--- config.mk ---
export PLATFORM = sky130hd
export DESIGN_NAME = lsu_ctrl_flat
export DESIGN_NICKNAME = d
export VERILOG_FILES = /design/src/rtl/lsu_ctrl_pkg.sv /design/src/rtl/lsu_ctrl_if.sv /design/src/rtl/lsu_ctrl_align.sv /design/src/rtl/lsu_ctrl.sv /design/src/flat_wrapper.sv
export SDC_FILE = /design/constraint.sdc
export NUM_CORES = 1
export LEC_CHECK = 0
export BUFFER_PORTS_ARGS = -buffer_cell sky130_fd_sc_hd__clkbuf_2
export CAP_MARGIN = 20
export CORE_ASPECT_RATIO = 1.2
export CORE_UTILIZATION = 44
export CTS_CLUSTER_SIZE = 40
export DETAILED_ROUTE_END_ITERATION = 10
export GPL_ROUTABILITY_DRIVEN = 1
export PLACE_DENSITY = 0.75
export SLEW_MARGIN = 10
export SYNTH_ARGS = -nofsm -noshare
export SYNTH_HDL_FRONTEND = slang
export SYNTH_SLANG_ARGS = --single-unit
--- constraint.sdc ---
create_clock -name clk -period 3.39 [get_ports clk]
set_clock_uncertainty 0.1 [all_clocks]
set_input_delay 0.678 -clock clk [delete_from_list [all_inputs] [get_ports clk]]
set_output_delay 0.678 -clock clk [all_outputs]
set_load 0.005 [all_outputs]
--- src/rtl/lsu_ctrl_pkg.sv ---
// Shared encodings for the load/store sequencer: MemSize codes, FSM states, lane helpers.
// Optional feature macro: LSU_MISALIGN_EXC_EN (used by lsu_align / lsu_ctrl).
package lsu_ctrl_pkg;

   localparam logic [1:0] MEM_B = 2'b00;
   localparam logic [1:0] MEM_H = 2'b01;
   localparam logic [1:0] MEM_W = 2'b10;

   typedef enum logic [1:0] {
      LSU_IDLE = 2'b00,
      LSU_REQ  = 2'b01,
      LSU_RESP = 2'b10,
      LSU_DONE = 2'b11
   } lsu_state_e;

   // Byte offset of the addressed lane; offending low bits are dropped for half/word.
   function automatic logic [1:0] lane_offset(input logic [1:0] size, input logic [1:0] addr_lo);
      case (size)
         MEM_B:   return addr_lo;
         MEM_H:   return {addr_lo[1], 1'b0};
         default: return 2'b00;
      endcase
   endfunction

   function automatic logic is_misaligned(input logic [1:0] size, input logic [1:0] addr_lo);
      case (size)
         MEM_B:   return 1'b0;
         MEM_H:   return addr_lo[0];
         default: return |addr_lo;
      endcase
   endfunction

endpackage

--- src/rtl/lsu_ctrl_if.sv ---
// Handshaked data-memory bus between lsu_ctrl (master) and the memory (slave).
// Optional feature macro: LSU_MISALIGN_EXC_EN (does not affect this bus).
interface lsu_ctrl_if;
   logic        mem_req;
   logic        mem_we;
   logic [31:0] mem_addr;
   logic [3:0]  mem_be;
   logic [31:0] mem_wdata;
   logic        mem_gnt;
   logic        mem_rvalid;
   logic [31:0] mem_rdata;

   modport master (
      output mem_req, mem_we, mem_addr, mem_be, mem_wdata,
      input  mem_gnt, mem_rvalid, mem_rdata
   );

   modport slave (
      input  mem_req, mem_we, mem_addr, mem_be, mem_wdata,
      output mem_gnt, mem_rvalid, mem_rdata
   );
endinterface

--- src/rtl/lsu_ctrl_align.sv ---
// Combinational lane logic: byte enables, store replication, load extraction/extension.
// Optional feature macro: LSU_MISALIGN_EXC_EN adds the misalignment detector output.
module lsu_align
   import lsu_ctrl_pkg::*;
(
   input  logic [1:0]  i_st_size,
   input  logic [1:0]  i_st_addr_lo,
   input  logic [31:0] i_st_data,
   output logic [3:0]  o_be,
   output logic [31:0] o_wdata,
   input  logic [1:0]  i_ld_size,
   input  logic [1:0]  i_ld_addr_lo,
   input  logic        i_ld_sign,
   input  logic [31:0] i_rdata,
   output logic [31:0] o_ld_data
`ifdef LSU_MISALIGN_EXC_EN
   ,
   output logic        o_misalign
`endif
);

   logic [31:0] w_lane;

   always_comb begin
      o_be    = '0;
      o_wdata = '0;
      case (i_st_size)
         MEM_B: begin
            o_be    = 4'b0001 << i_st_addr_lo;
            o_wdata = {4{i_st_data[7:0]}};
         end
         MEM_H: begin
            o_be    = i_st_addr_lo[1] ? 4'b1100 : 4'b0011;
            o_wdata = {2{i_st_data[15:0]}};
         end
         default: begin
            o_be    = 4'b1111;
            o_wdata = i_st_data;
         end
      endcase
   end

   always_comb begin
      w_lane    = i_rdata >> {lane_offset(i_ld_size, i_ld_addr_lo), 3'b000};
      o_ld_data = '0;
      case (i_ld_size)
         MEM_B:   o_ld_data = {{24{i_ld_sign & w_lane[7]}},  w_lane[7:0]};
         MEM_H:   o_ld_data = {{16{i_ld_sign & w_lane[15]}}, w_lane[15:0]};
         default: o_ld_data = i_rdata;
      endcase
   end

`ifdef LSU_MISALIGN_EXC_EN
   assign o_misalign = is_misaligned(i_st_size, i_st_addr_lo);
`endif

endmodule

--- src/rtl/lsu_ctrl.sv ---
// Load/store sequencer: one memory op at a time, stalls the core until done pulses.
// Optional feature macro: LSU_MISALIGN_EXC_EN (misaligned half/word completes with misalign=1).
module lsu_ctrl
   import lsu_ctrl_pkg::*;
(
   input  logic        clk,
   input  logic        rst,
   lsu_ctrl_if.master  bus,
   input  logic        req_valid,
   input  logic        req_write,
   input  logic [1:0]  req_size,
   input  logic        req_sign,
   input  logic [31:0] req_addr,
   input  logic [31:0] req_wdata,
   output logic        stall,
   output logic        done,
   output logic [31:0] load_data
`ifdef LSU_MISALIGN_EXC_EN
   ,
   output logic        misalign
`endif
);

   lsu_state_e  r_state;
   lsu_state_e  w_next;
   logic        w_accept;
   logic        w_capture;
   logic        w_stall;
   logic        w_misalign;
   logic [1:0]  w_size;
   logic [3:0]  w_be;
   logic [31:0] w_wdata;
   logic [31:0] w_ld_data;

   logic        r_mem_req;
   logic        r_mem_we;
   logic [31:0] r_mem_addr;
   logic [3:0]  r_mem_be;
   logic [31:0] r_mem_wdata;
   logic [1:0]  r_size;
   logic [1:0]  r_addr_lo;
   logic        r_sign;
   logic [31:0] r_load_data;

   assign w_size = (req_size == 2'b11) ? MEM_W : req_size;

   lsu_align u_align (
      .i_st_size    (w_size),
      .i_st_addr_lo (req_addr[1:0]),
      .i_st_data    (req_wdata),
      .o_be         (w_be),
      .o_wdata      (w_wdata),
      .i_ld_size    (r_size),
      .i_ld_addr_lo (r_addr_lo),
      .i_ld_sign    (r_sign),
      .i_rdata      (bus.mem_rdata),
      .o_ld_data    (w_ld_data)
`ifdef LSU_MISALIGN_EXC_EN
      ,
      .o_misalign   (w_misalign)
`endif
   );

`ifndef LSU_MISALIGN_EXC_EN
   assign w_misalign = 1'b0;
`endif

   always_ff @(posedge clk or posedge rst) begin
      if (rst) r_state <= LSU_IDLE;
      else     r_state <= w_next;
   end

   always_comb begin
      w_next    = r_state;
      w_accept  = 1'b0;
      w_capture = 1'b0;
      w_stall   = 1'b0;
      case (r_state)
         LSU_IDLE: begin
            w_stall = req_valid;
            if (req_valid) begin
               w_accept = 1'b1;
               w_next   = w_misalign ? LSU_DONE : LSU_REQ;
            end
         end
         LSU_REQ: begin
            w_stall = 1'b1;
            if (bus.mem_gnt) w_next = r_mem_we ? LSU_DONE : LSU_RESP;
         end
         LSU_RESP: begin
            w_stall = 1'b1;
            if (bus.mem_rvalid) begin
               w_capture = 1'b1;
               w_next    = LSU_DONE;
            end
         end
         default: w_next = LSU_IDLE;
      endcase
   end

   // mem_req follows the next state so the request is registered yet drops right on grant.
   always_ff @(posedge clk or posedge rst) begin
      if (rst) begin
         r_mem_req   <= 1'b0;
         r_mem_we    <= 1'b0;
         r_mem_addr  <= '0;
         r_mem_be    <= '0;
         r_mem_wdata <= '0;
         r_size      <= '0;
         r_addr_lo   <= '0;
         r_sign      <= 1'b0;
         r_load_data <= '0;
      end else begin
         r_mem_req <= (w_next == LSU_REQ);
         if (w_accept) begin
            r_mem_we    <= req_write;
            r_mem_addr  <= {req_addr[31:2], 2'b00};
            r_mem_be    <= w_be;
            r_mem_wdata <= w_wdata;
            r_size      <= w_size;
            r_addr_lo   <= req_addr[1:0];
            r_sign      <= req_sign;
            if (w_misalign) r_load_data <= '0;
         end
         if (w_capture) r_load_data <= w_ld_data;
      end
   end

`ifdef LSU_MISALIGN_EXC_EN
   logic r_misalign;

   always_ff @(posedge clk or posedge rst) begin
      if (rst)           r_misalign <= 1'b0;
      else if (w_accept) r_misalign <= w_misalign;
   end

   assign misalign = r_misalign & done;
`endif

   assign bus.mem_req   = r_mem_req;
   assign bus.mem_we    = r_mem_we;
   assign bus.mem_addr  = r_mem_addr;
   assign bus.mem_be    = r_mem_be;
   assign bus.mem_wdata = r_mem_wdata;
   assign stall         = w_stall;
   assign done          = (r_state == LSU_DONE);
   assign load_data     = r_load_data;

endmodule

--- src/flat_wrapper.sv ---
// flat-port wrapper written by rule: the top's interface ports become plain ports
module lsu_ctrl_flat import lsu_ctrl_pkg::*;
  (clk, rst, req_valid, req_write, req_size, req_sign, req_addr, req_wdata, stall, done, load_data, bus_mem_req, bus_mem_we, bus_mem_addr, bus_mem_be, bus_mem_wdata, bus_mem_gnt, bus_mem_rvalid, bus_mem_rdata);
  lsu_ctrl_if bus_i ();
  input  logic clk;
  input  logic rst;
  input  logic req_valid;
  input  logic req_write;
  input  logic [1:0] req_size;
  input  logic req_sign;
  input  logic [31:0] req_addr;
  input  logic [31:0] req_wdata;
  output logic stall;
  output logic done;
  output logic [31:0] load_data;
  output wire logic [$bits(bus_i.mem_req)-1:0] bus_mem_req;
  output wire logic [$bits(bus_i.mem_we)-1:0] bus_mem_we;
  output wire logic [$bits(bus_i.mem_addr)-1:0] bus_mem_addr;
  output wire logic [$bits(bus_i.mem_be)-1:0] bus_mem_be;
  output wire logic [$bits(bus_i.mem_wdata)-1:0] bus_mem_wdata;
  input wire logic [$bits(bus_i.mem_gnt)-1:0] bus_mem_gnt;
  input wire logic [$bits(bus_i.mem_rvalid)-1:0] bus_mem_rvalid;
  input wire logic [$bits(bus_i.mem_rdata)-1:0] bus_mem_rdata;
  assign bus_mem_req = bus_i.mem_req;
  assign bus_mem_we = bus_i.mem_we;
  assign bus_mem_addr = bus_i.mem_addr;
  assign bus_mem_be = bus_i.mem_be;
  assign bus_mem_wdata = bus_i.mem_wdata;
  assign bus_i.mem_gnt = bus_mem_gnt;
  assign bus_i.mem_rvalid = bus_mem_rvalid;
  assign bus_i.mem_rdata = bus_mem_rdata;
  lsu_ctrl u_core (.clk(clk), .rst(rst), .bus(bus_i), .req_valid(req_valid), .req_write(req_write), .req_size(req_size), .req_sign(req_sign), .req_addr(req_addr), .req_wdata(req_wdata), .stall(stall), .done(done), .load_data(load_data));
endmodule
### Word level (Yosys, flattened, before mapping)

Cells that the tools add are included.

| word-level totals | value |
|---|---|
| bits in registers | 107 |
| bits of input ports | 105 |
| output and inout bits | 104 |
| word-level logic and storage cells | 41 |

| operators by class | value |
|---|---|
| eq/ne operators | 7 |
| shift operators | 2 |
| mux-type cells | 16 |
| bitwise logic cells | 2 |
| reductions and logical operators | 4 |

Operators with widths:

| cell | number |
|---|---|
| 32-bit case mux with 2 select lines | 2 |
| 32-bit by 5-bit right shift with 16-bit output | 1 |
| 2-bit by 1-bit == test with 1-bit output (second input constant) | 4 |
| 2-bit 2-to-1 mux | 4 |
| 4-bit case mux with 2 select lines | 1 |
| 2-bit == test (second input constant) | 3 |
| 2-bit zero test | 3 |
| 2-bit case mux with 3 select lines | 1 |
| 1-bit 2-to-1 mux | 5 |
| 4-bit 2-to-1 mux | 1 |
| 2-bit case mux with 2 select lines | 1 |
| 1-bit by 2-bit << shifter with 4-bit output (first input constant) | 1 |
| 1-bit AND | 2 |
| 1-bit case mux with 2 select lines | 1 |
| 2-bit OR reduction | 1 |

### Depth between registers and ports, before layout

Gate-level depths: netlist of the first run.

| logic depth | value |
|---|---|
| word-level depth | 5 |
| depth in mapped cells | 7 |
| depth with buffers taken out | 6 |

### Cells and area by module

A second synthesis of the first run with hierarchy kept.

| second synthesis, totals | value |
|---|---|
| cells, all modules | 446 |
| area total of the unflattened synthesis | 5451.5 µm² |

Modules (own cells, without submodules):

| module | instances | cells each | area each (µm²) | seq. area each (µm²) |
|---|---|---|---|---|
| lsu_ctrl | 1 | 250 | 4179.0 | 2677.6 |
| lsu_align | 1 | 196 | 1272.5 | 0.0 |

### Least setup slack after synthesis of the first run

No wires, ideal clock.

| path | value |
|---|---|
| path kind | flip-flop to flip-flop |
| start | register u_core.r_state[0] |
| end | register u_core.r_mem_addr[18] (netlist: u_core.bus.mem_addr[18]) |
| arrival time | 1605 ps |
| required time | 3165 ps |
| path slack | 1561 ps |
| cell stages (with the launch flop) | 7 |
| buffers on the path | 2 |
| clock period less this slack | 1829 ps |
| cells stage by stage | dfrtp_1 -> inv_1 -> ha_1 -> nand2_1 -> clkbuf_1 -> clkbuf_1 -> mux2_2 |

| on the way | value |
|---|---|
| longest elaborated chain between the ends | 2 |

RTL lines:

| element | line | text |
|---|---|---|
| start, declared | lsu_ctrl.sv:24 | `lsu_state_e r_state;` |
| start signal, assigned | lsu_ctrl.sv:70 | `else r_state <= w_next;` |
| 2-bit zero test | lsu_ctrl.sv:78 | `case (r_state)` |
| 1-bit 2-to-1 mux | lsu_ctrl.sv:78 |  |
| end signal, assigned | lsu_ctrl.sv:117 | `r_mem_addr <= {req_addr[31:2], 2'b00};` |
| end, declared | lsu_ctrl.sv:37 | `logic [31:0] r_mem_addr;` |

Every way passes these cells.
A chain may end at the register's enable or synchronous reset.

### Final worst setup path of the first run

| path | value |
|---|---|
| start | register u_core.r_state[0] |
| end | output stall |

| on the way | value |
|---|---|
| longest elaborated chain between the ends | 3 |
| elaborated cells on any way between the ends | 5 |
| classes of those cells | eq/ne: 2; mux: 1; reduce/logical: 2 |

RTL lines:

| element | line | text |
|---|---|---|
| 2-bit by 1-bit == test with 1-bit output or 2-bit == test (tied branches) | lsu_ctrl.sv:78 |  |
| 2-bit OR reduction (no line) | -- |  |
| 1-bit case mux with 2 select lines * | lsu_ctrl.sv:78 |  |
| end, declared | flat_wrapper.sv:13 | `output logic stall;` |

Every way passes the cells marked *; elsewhere a longest branch is shown, timed or not.

==> results.md, run 1 <==
* Status: complete, no violations
* Crit Reg-Reg Startpoint: u_core.r_addr_lo[1]
* Design Power at 5.84 mW
* F_max at around 440 MHz
* Final #Nets at 801
* Hold Crit Class: input pin to asynchronous set/reset pin
* PwrDens at 888 mW/mm²
* Cells after Synth at slightly above 500
* CTS tree: built
* Worst slew margin at 32.5%
* Post-cts resize count at 0
* Die H at 121 µm
* Hpwl dp at 10.2 mm
* Final wirelength at between 10 and 15 mm
* LEAKAGE at 3.29 nW
* Reg2Reg Setup Slack at 1.12 ns
* Tmin final at 2.28 ns
* Worst Path Max Fanout at 6
* Yosys warnings at 0
* VDD IR-drop max at 0.000447 V
* Num Clock Sinks at 107
* CP required at 2.61 ns
* Period utilization at 67.4%
* H-tree levels at 3
* RSZ-0062 raised after global routing: false
* Setup crit end kind: primary output
* GRT Util Overall at 23.4%
* Initial Utilization at 45.9%
* Slowest cell on crit path: dfrtp_1
* Post-synthesis register bit count at 107
* Via/cell ratio at about 5.3
* Post-Syn Area at ~0.0052 mm²
* Congestion Overflow GR at 0
* Post-CTS setup buffer count at 0
* Starting DRT DRC Count at 171
* Worst Setup Start Kind: flip-flop
* Syn avg cell area at 10.1 µm²
* Vias in the first global route at ~4,600
* Rows at 42
* Slew at the pin closest to its max-slew limit at 1.01 ns
* Via count at 4,528
* IO Port Bufs at 206
* Drt wl/cell at ~16 µm
* Setup TNS Final at 0 ns
* CP Data Arrival Time at between 1.5 and 2 ns
* Full die area at 0.0122 mm²
* Overall die width at 101 µm
* First-pass GRT wire length at 22.0 mm
* Layout cells sized above 1 at 40.3%
* Core area at approximately 0.011 mm²
* Max Cap Viol at 0
* ANT nets after route at 0
* Sequential element share of the synthesized area at 51.9%
* Diode count at 0
* Crit-path max cell delay at 0.44 ns
* Pre-CTS WS at 1.14 ns
* Register area at 0.00268 mm²
* # fillers at 1,033
* CP Cell Sequence: inv_1 -> ha_1 -> a21oi_1 -> nor2_1 -> clkbuf_2
* Top Ports at 209
* Root buf cell: clkbuf_16
* CTS Hold Bufs at 0
* Crit path kind: flip-flop to primary output
* Setup-failing EPs final at 0
* Max-slew violation count at 0
* Initial antenna violation count at 0
* Setup WS post-layout at 1.11 ns
* Synth cell types at 34
* Largest net degree at the start of global routing at 102
* Final Core Density at 58.5%
* Clock Path Buffers at 2
* Clk slew on worst S/H paths at 0.08 ns
* Inserted Clock Buffers at 9
* Remaining DRCs at 0
* Multi-input logic area at 0.00225 mm²
* Final Hold Viols at 0
* Crit path launch: u_core.r_state[0]
* DRT Pass-1 Iters at 4
* Placer Congestion at 0.879
* Syn-to-layout area delta at 27.6%
* Worst-skew pair later-pin latency at 0.34 ns
registers in the layout (all words and copies together) (netlist names):
| name | flops |
|---|---|
| u_core.load_data | 32 |
| u_core.bus.mem_wdata | 32 |
| u_core.r_sign | 1 |
| u_core.bus.mem_be | 4 |
| u_core.r_state | 2 |
| u_core.r_size | 2 |
| u_core.r_addr_lo | 2 |
| u_core.bus.mem_we | 1 |
| u_core.bus.mem_addr | 30 |
| u_core.bus.mem_req | 1 |
critical path: cells and delay by family (launching register included):
kind            cells  cell delay [ns]
simple gates        1             0.10
flops               1             0.44
fa+ha+maj           1             0.27
buf+inv             2             0.25
compound gates      1             0.10
final cells by class:
| cell class | instances | share of cell area, % |
|---|---|---|
| clock buffer | 9 | 3.42 |
| clock inverter | 7 | 1.33 |
| inverter | 13 | 0.798 |
| multi-input combinational | 349 | 34.1 |
| sequential | 107 | 40.7 |
| tap | 154 | 2.93 |
| timing repair buffer | 212 | 16.7 |
power breakdown:
group          internal, mW  switching, mW
clock network         0.585          0.493
logic                  1.18           1.21
registers              1.92          0.452
metal layers:
metal	vias up	global-route usage, %	routed length (µm)
met4	0	9.42	359
met5	-	0	0
met3	27	7.17	1200
met2	199	41.6	7010
met1	2164	25.8	5260
li1	2138	-	-
synthesized netlist by cell type (all sizes together):
cell type	instances	area (µm²)
nand2b	4	25.0
a221oi	8	70.1
dfrtp	107	2680
nor3b	1	12.5
mux4	2	45.0
mux2i	31	310
o221a	1	20.0
nor2	40	153
buf	17	108
o22ai	32	200
o21ba	1	10.0
a211oi	1	7.51
o22a	6	52.6
a21oi	38	194
nor4bb	2	20.0
mux2	43	484
or2b	1	11.3
o21ai	42	210
and2	2	12.5
ha	4	50.1
inv	13	48.8
clkbuf	24	91.3
or3	1	6.26
conb	1	3.75
nand2	84	315
and3b	1	8.76
nor2b	1	6.26
a31oi	1	6.26
metrics by stage:
| step | std cells | area (µm²) | hold slack (ns) |
|---|---|---|---|
| after CTS | 851 | 6580 | 0.318 |
| after detailed placement | 835 | 6270 | 0.368 |
| after global routing | 851 | 6580 | 0.343 |
| final | 851 | 6580 | 0.306 |
| after floorplan | 510 | 5170 | 0.370 |
| after global placement | 835 | 6270 | 0.357 |
placed cells by master, fill, tap and decap left out, types with 8 or more instances in the layout:
cell and count:
a21oi_1 37, a221oi_1 8, clkbuf_16 9, clkbuf_2 206
dfrtp_1 107, inv_1 12, mux2_2 43, mux2i_1 31
nand2_1 83, nor2_1 39, o21ai_0 41, o22ai_1 32
path summary, 6_finish.rpt:
kind | to | depth (start not counted)
worst max-delay path | stall | 5
worst min-delay path | u_core.bus.mem_be[1] | 2
worst max register to register | u_core.load_data[22] | 4
worst min register to register | u_core.load_data[4] | 2
max in group asynchronous | u_core.bus.mem_req | 3
min in group clk | u_core.load_data[4] | 2
kinds of logic after synthesis:
family | share of synthesized area (%)
other | 0.0727
adders and majority gates | 0.970
DFF | 51.9
and+or+nand+nor | 11.1
buffers and inverters | 4.80
AOI/OAI and AO/OA | 14.9
muxes | 16.3
Power figures use the tool's default switching activity.
==> run 2: changes to the inputs <==
- clock period: 3.39 -> 1.9 ns (I/O delays scaled with it)
==> results.md, run 2 (synthesized netlist as in run 1, its figures left out) <==
* Max-slew violation count at 0 (unchanged)
* Crit path kind: flip-flop to primary output
* Via/cell ratio at 5.28 (-0.72%)
* Clock Path Buffers at 2 (unchanged)
* Overall die width at 101 µm (unchanged)
* Inserted Clock Buffers at 9 (unchanged)
* LEAKAGE at 3.40 nW (+3.4%)
* Final Hold Viols at 0 (unchanged)
* Max Cap Viol at 0 (unchanged)
* Worst Path Max Fanout at 2 (-4)
* CP Data Arrival Time at 1.36 ns (-0.15 ns)
* # fillers at 1,041 (+0.77%)
* Layout cells sized above 1 at 42.3% (+2.0 points)
* PwrDens at 1590 mW/mm² (+79%)
* Worst-skew pair later-pin latency at 0.35 ns (about the same)
* Vias in the first global route at 4,731 (+3.0%)
* R2r worst-path depth at 4 (unchanged)
* CTS tree: built
* IO Port Bufs at 206 (unchanged)
* VDD IR-drop max at 0.000746 V (+67%)
* Rows at 42 (unchanged)
* Worst slew margin at 58.2% (+26 points)
* Hold Crit Class: input pin to flip-flop
* Clk slew on worst S/H paths at 0.08 ns (about the same)
* First-pass GRT wire length at 22.6 mm (+2.4%)
* Full die area at 0.0122 mm² (unchanged)
* Diode count at 0 (unchanged)
* Drt wl/cell at 16.1 µm (-0.69%)
* RSZ-0062 raised after global routing: false
* Num Clock Sinks at 107 (unchanged)
* Via count at 4,585 (+1.3%)
* Setup crit end kind: primary output
* Final Core Density at 60.3% (+1.8 points)
* Most common cell after layout, fill and taps aside: clkbuf_2
* Hpwl dp at 10.5 mm (+3.4%)
* Final #Nets at 818 (+2.1%)
* Remaining DRCs at 0 (unchanged)
* ANT nets after route at 0 (unchanged)
* Slew at the pin closest to its max-slew limit at 0.625 ns (-0.388 ns)
* Worst Hold Slack at 0.155 ns (-0.152 ns)
* Final wirelength at 14.0 mm (+1.3%)
* Period utilization at slightly below 100%
* H-tree levels at 3 (unchanged)
* Setup-failing EPs final at 0 (unchanged)
* F_max at 545 MHz
* Most frequent cells in the layout: 206 x clkbuf_2, 107 x dfrtp_1, 83 x nand2_1, 43 x mux2_2, 41 x o21ai_0
* Hold depth at 2
* Die H at 121 µm (unchanged)
* CP required at 1.42 ns (-1.19 ns)
* Dpl cell area at 0.00643 mm² (+2.6%)
* Top Ports at 209 (unchanged)
* Root buf cell: clkbuf_16
* Largest net degree at the start of global routing at 49 (-52%)
* GRT Util Overall at 23.8% (+0.39 points)
* Status: complete, no violations
* Placer Congestion at 0.851 (-3.2%)
* Congestion Overflow GR at 0 (unchanged)
* Syn-to-layout area delta at 31.5%
* Core area at 0.0112 mm² (unchanged)
* Initial antenna violation count at 0 (unchanged)
* Worst Setup Start Kind: flip-flop
* Starting DRT DRC Count at 148 (-13%)
* Tmin final at 1.84 ns
* Initial Utilization at 45.9% (unchanged)
* DRT Pass-1 Iters at 4 (unchanged)
* Final Cell Area at 0.00679 mm² (+3.1%)
==> run 2: cell type report <==
cell class | instances | area (µm²) | share of cell area [%]
Inverter | 13 | 52.6 | 0.774
Multi-Input combinational cell | 349 | 2260 | 33.4
Tap cell | 154 | 193 | 2.84
Timing Repair Buffer | 229 | 1280 | 18.9
Sequential cell | 107 | 2680 | 39.5
Clock inverter | 6 | 78.8 | 1.16
Clock buffer | 10 | 239 | 3.52
==> run 2: final timing paths <==
kind | endpoint | slack, ns | start
worst max-delay path | stall | 0.06 | u_core.r_state[0]
worst min-delay path | u_core.bus.mem_addr[30] | 0.15 | req_addr[30]
worst max register to register | u_core.load_data[12] | 0.11 | u_core.r_addr_lo[0]
worst min register to register | u_core.load_data[4] | 0.38 | u_core.load_data[4]
max in group asynchronous | u_core.bus.mem_be[0] | 0.68 | rst
min in group asynchronous | u_core.load_data[15] | 0.46 | rst
==> run 2: metrics by stage <==
step | setup TNS, ns | power [mW] | setup slack, ns | cells
finish | 0 | 10.8 | 0.0640 | 868
global route | 0 | 11.5 | 0.0111 | 868
CTS | 0 | 10.8 | 0.00579 | 868
detailed placement | -0.00656 | 8.79 | -0.00656 | 850
global placement | 0 | 8.56 | 0.0498 | 850
floorplan | 0 | 6.78 | 0.0707 | 510
==> run 2: where the power goes <==
part           switching [mW]  internal [mW]  total, mW
combinational            2.38           2.32       4.70
sequential              0.668           3.42       4.09
clock                   0.907           1.09       2.00
total                    3.95           6.83       10.8
==> run 2: what timing repair did <==
| action | CTS | global route |
|---|---|---|
| setup endpoints to repair | 1 | 17 |
| gates resized for setup | 1 | 5 |
| pin swaps | 0 | 0 |
| hold buffers | 1 | 0 |
| buffers inserted | 1 | 0 |
| hold endpoints to repair | 12 | 0 |
==> run 2: per-layer routing <==
layer | wire [µm] | global-route usage [%] | up-vias
met2 | 7150 | 42.2 | 187
li1 | - | - | 2173
met4 | 344 | 9.42 | 0
met3 | 1030 | 5.32 | 24
met1 | 5490 | 27.6 | 2201
met5 | 0 | 0 | -
==> run 2: worst max-delay path, cell delays in order (launching register included) <==
cell,delay [ns]
dfrtp_1,0.38
inv_1,0.08
ha_2,0.27
a21oi_2,0.11
nor2_1,0.05
clkbuf_2,0.11
==> run 3: changes to the inputs <==
--- a/config.mk
+++ b/config.mk
@@ -10,3 +10,3 @@
 export CORE_ASPECT_RATIO = 1.2
-export CORE_UTILIZATION = 44
+export CORE_UTILIZATION = 45
 export CTS_CLUSTER_SIZE = 40
@@ -18,2 +18,3 @@
 export SYNTH_HDL_FRONTEND = slang
+export SYNTH_HIERARCHICAL = 1
 export SYNTH_SLANG_ARGS = --single-unit
==> constraint.sdc (replaced) <==
create_clock -name clk -period 1.9 [get_ports clk]
set_clock_uncertainty 0.1 [all_clocks]
set_input_delay 0.19 -clock clk [delete_from_list [all_inputs] [get_ports clk]]
set_output_delay 0.19 -clock clk [all_outputs]
set_load 0.005 [all_outputs]
==> results.md, run 3 <==
* Final Hold Viols at 0 (unchanged)
* First-pass GRT wire length at 22.8 mm (+0.89%)
* Setup crit end kind: flip-flop
* Synth cell count leaders: 114 x mux2_2, 107 x dfrtp_1, 41 x o21ai_0
* Setup TNS Final at -1.76 ns (-1.76 ns)
* Max Cap Viol at 0 (unchanged)
* Initial Utilization at 46.7% (+0.81 points)
* Final #Nets at 795 (-2.8%)
* RR Endpoint: u_core/load_data[9]
* Sequential element share of the synthesized area at 49.1% (-2.8 points)
* Diode count at 0 (unchanged)
* Synth area leader: dfrtp_1
* Post-Synth XOR/XNOR Area at 0% (unchanged)
* Cells after Synth at 446 (-12%)
* RSZ-0062 raised after global routing: true
* Worst Path Max Fanout at 8 (+6)
* Most common cell after layout, fill and taps aside: clkbuf_2
* Via count at 4,479 (-2.3%)
* Hold Crit Class: input pin to flip-flop
* Inserted Clock Buffers at 9 (unchanged)
* FFs w/ async S/R, synth at 100% (unchanged)
* Starting DRT DRC Count at 210 (+42%)
* Remaining DRCs at 0 (unchanged)
* Tmin final at 2.01 ns (+0.176 ns)
* Die H at 123 µm (+1.6%)
* Core area at 0.0117 mm² (+3.8%)
* Max-slew violation count at 0 (unchanged)
* Most frequent cells in the layout: 206 x clkbuf_2, 110 x mux2_2, 107 x dfrtp_1, 33 x dlygate4sd3_1, 28 x o21ai_0
* Clock Path Buffers at 2 (unchanged)
* Syn-to-layout area delta at 36.3%
* Hpwl dp at 9.93 mm (-5.8%)
* ANT nets after route at 0 (unchanged)
* Mux cell area share after synthesis at 28.4% (+12 points)
* Adder-Cell Fraction of Synth Area at 1.15% (+0.18 points)
* Post-Syn Area at 0.00545 mm² (+5.6%)
* Yosys warnings at 6 (+6)
* Drt wl/cell at 17.4 µm (+8.1%)
* CP Data Arrival Time at 2.14 ns (+0.78 ns)
* R2r worst-path depth at 6 (+2)
* DRT Pass-1 Iters at 4 (unchanged)
* Design Power at 11.7 mW (+9.0%)
* Full die area at 0.0126 mm² (+3.2%)
* LEAKAGE at 3.63 nW (+6.8%)
* Setup-failing EPs final at 25 (+25)
* Slew at the pin closest to its max-slew limit at 0.559 ns (-0.0653 ns)
* Overall die width at 102 µm (+1.6%)
* Worst Hold Slack at 0.0268 ns (-0.128 ns)
* Syn avg cell area at 12.2 µm² (+21%)
* Crit path kind: flip-flop to flip-flop
* Crit Reg-Reg Startpoint: u_core/r_size[0]
* Initial antenna violation count at 0 (unchanged)
* Hold depth at 2 (unchanged)
* PwrDens at 1580 mW/mm² (-0.46%)
* Rows at 43 (+2.4%)
* Congestion Overflow GR at 0 (unchanged)
* Synth Flop Type: dfrtp_1
* Failing checks: negative setup slack
* Post-synthesis register bit count at 107 (unchanged)
* Largest net degree at the start of global routing at 108 (+120%)
* CP required at 2.03 ns (+0.61 ns)
* Synth cell types at 39 (+15%)
* Reg2Reg Setup Slack at -0.11 ns (-0.22 ns)
* Top Ports at 209 (unchanged)
* Num Clock Sinks at 107 (unchanged)
* Worst-skew pair later-pin latency at 0.34 ns (about the same)
* IO Port Bufs at 206 (unchanged)
* Pre-CTS WS at -0.176 ns (-0.170 ns)
* Final wirelength at 14.8 mm (+5.5%)
* Min-delay src: req_addr[1]
* Status: finished, violations left
* Post-synth EDFFs at 0 (unchanged)
* Post-synthesis compound-gate area fraction at 10.2% (-4.7 points)
* VDD IR-drop max at 0.000777 V (+4.2%)
* Root buf cell: clkbuf_16
* Setup WS post-layout at -0.113 ns (-0.176 ns)
* F_max at 497 MHz (-8.8%)
* Worst Hold Path EP: u_core/r_addr_lo[1]
* Layout cells sized above 1 at 56.7% (+14 points)
* Post-synth top area share at 49.1% (-2.8 points)
* Worst slew margin at 62.7% (+4.5 points)
* Largest family of logic cells by synthesized area: multiplexers
* Placer Congestion at 0.852 (about the same)
* GRT Util Overall at 23.9% (+0.10 points)
* Largest cells by area after synthesis: dfrtp_1 49%, mux2_2 24%, o21ai_0 3.8%, mux2i_1 2.8%, a21oi_1 2.2%
* H-tree levels at 3 (unchanged)
* Period utilization at 106% (+9.3 points)
* Clk slew on worst S/H paths at 0.07 ns (about the same)
* Vias in the first global route at 4,588 (-3.0%)
* CTS tree: built
* Most frequent cell after synthesis: mux2_2
* Via/cell ratio at 5.29 (+0.11%)
* Worst Setup Start Kind: flip-flop
* Post-Synth Simple-Gate Area at 5.21% (-5.8 points)
-- run 3: changes by cell type in the layout (fill, tap and decap cells not counted), sizes merged, moves of 7 or more --
cell         delta
dlygate4sd3    +32
a22oi           +8
o22ai          -32
nor2           -29
mux2           +79
nand2          -59
a21oi          -14
inv             -7
mux2i          -16
a221oi          -7
-- run 3: where the power goes --
group	internal (mW)	switching, mW	total [mW]
combinational	3.04	2.53	5.57
sequential	3.41	0.707	4.12
clock	1.21	0.851	2.06
-- run 3: worst max path at each step --
stage | from | endpoint | slack [ns] | depth (start not counted)
after global placement | u_core/r_size[0] | u_core/load_data[9] | -0.11 | 6
final | u_core/r_size[0] | u_core/load_data[9] | -0.11 | 6
after floorplan | u_core/r_size[0] | u_core/load_data[13] | -0.15 | 7
after CTS | u_core/r_size[0] | u_core/load_data[10] | -0.09 | 6
after global routing | u_core/r_size[0] | u_core/load_data[30] | -0.17 | 6
after detailed placement | u_core/r_size[0] | u_core/load_data[9] | -0.18 | 6
-- run 3: stage by stage --
step / cells / utilization, % / cell area [µm²]
floorplan: 447 / - / 5460
global placement: 796 / 57.2 / 6680
detailed placement: 796 / 57.2 / 6680
CTS: 847 / 63.5 / 7410
global route: 847 / 63.6 / 7430
finish: 847 / 63.6 / 7430
-- run 3: timing repair --
item	in CTS	in global routing
setup buffers	1	0
gates cloned	1	0
hold buffers	33	0
pin swaps	5	0
resized for setup	15	7
hold endpoints to repair	139	0
setup endpoints to repair	26	28
-- run 3: routing by layer --
metal | vias to the layer above | global-route usage (%) | share of wire [%]
li1 | 2058 | - | -
met2 | 225 | 43.2 | 52
met5 | - | 0 | 0
met1 | 2171 | 26.5 | 38
met4 | 0 | 9.29 | 2.0
met3 | 25 | 6.04 | 8.1
-- run 3: area by class of cell --
class                           count  area [µm²]
Clock inverter                      6        96.3
Timing Repair Buffer              266        1660
Fill cell                         922        4250
Sequential cell                   107        2680
Clock buffer                       10         239
Tap cell                          157         196
Multi-Input combinational cell    292        2520
Inverter                            9        37.5
-- run 3: kinds of logic (layout without fill, tap and decap cells) --
logic type,after synthesis,in the layout
compound gates,91,91
other cells,1,2
buf+inv,48,291
fa+ha+maj,5,5
mux,137,137
simple gates,57,57
flops,107,107
-- run 3: critical path: stages, from the launching register on --
cell      delay [ns]
dfrtp_1         0.41
nor2b_4         0.16
mux2_4          0.33
a221oi_4        0.30
buf_6           0.20
o221ai_2        0.12
mux2_4          0.28
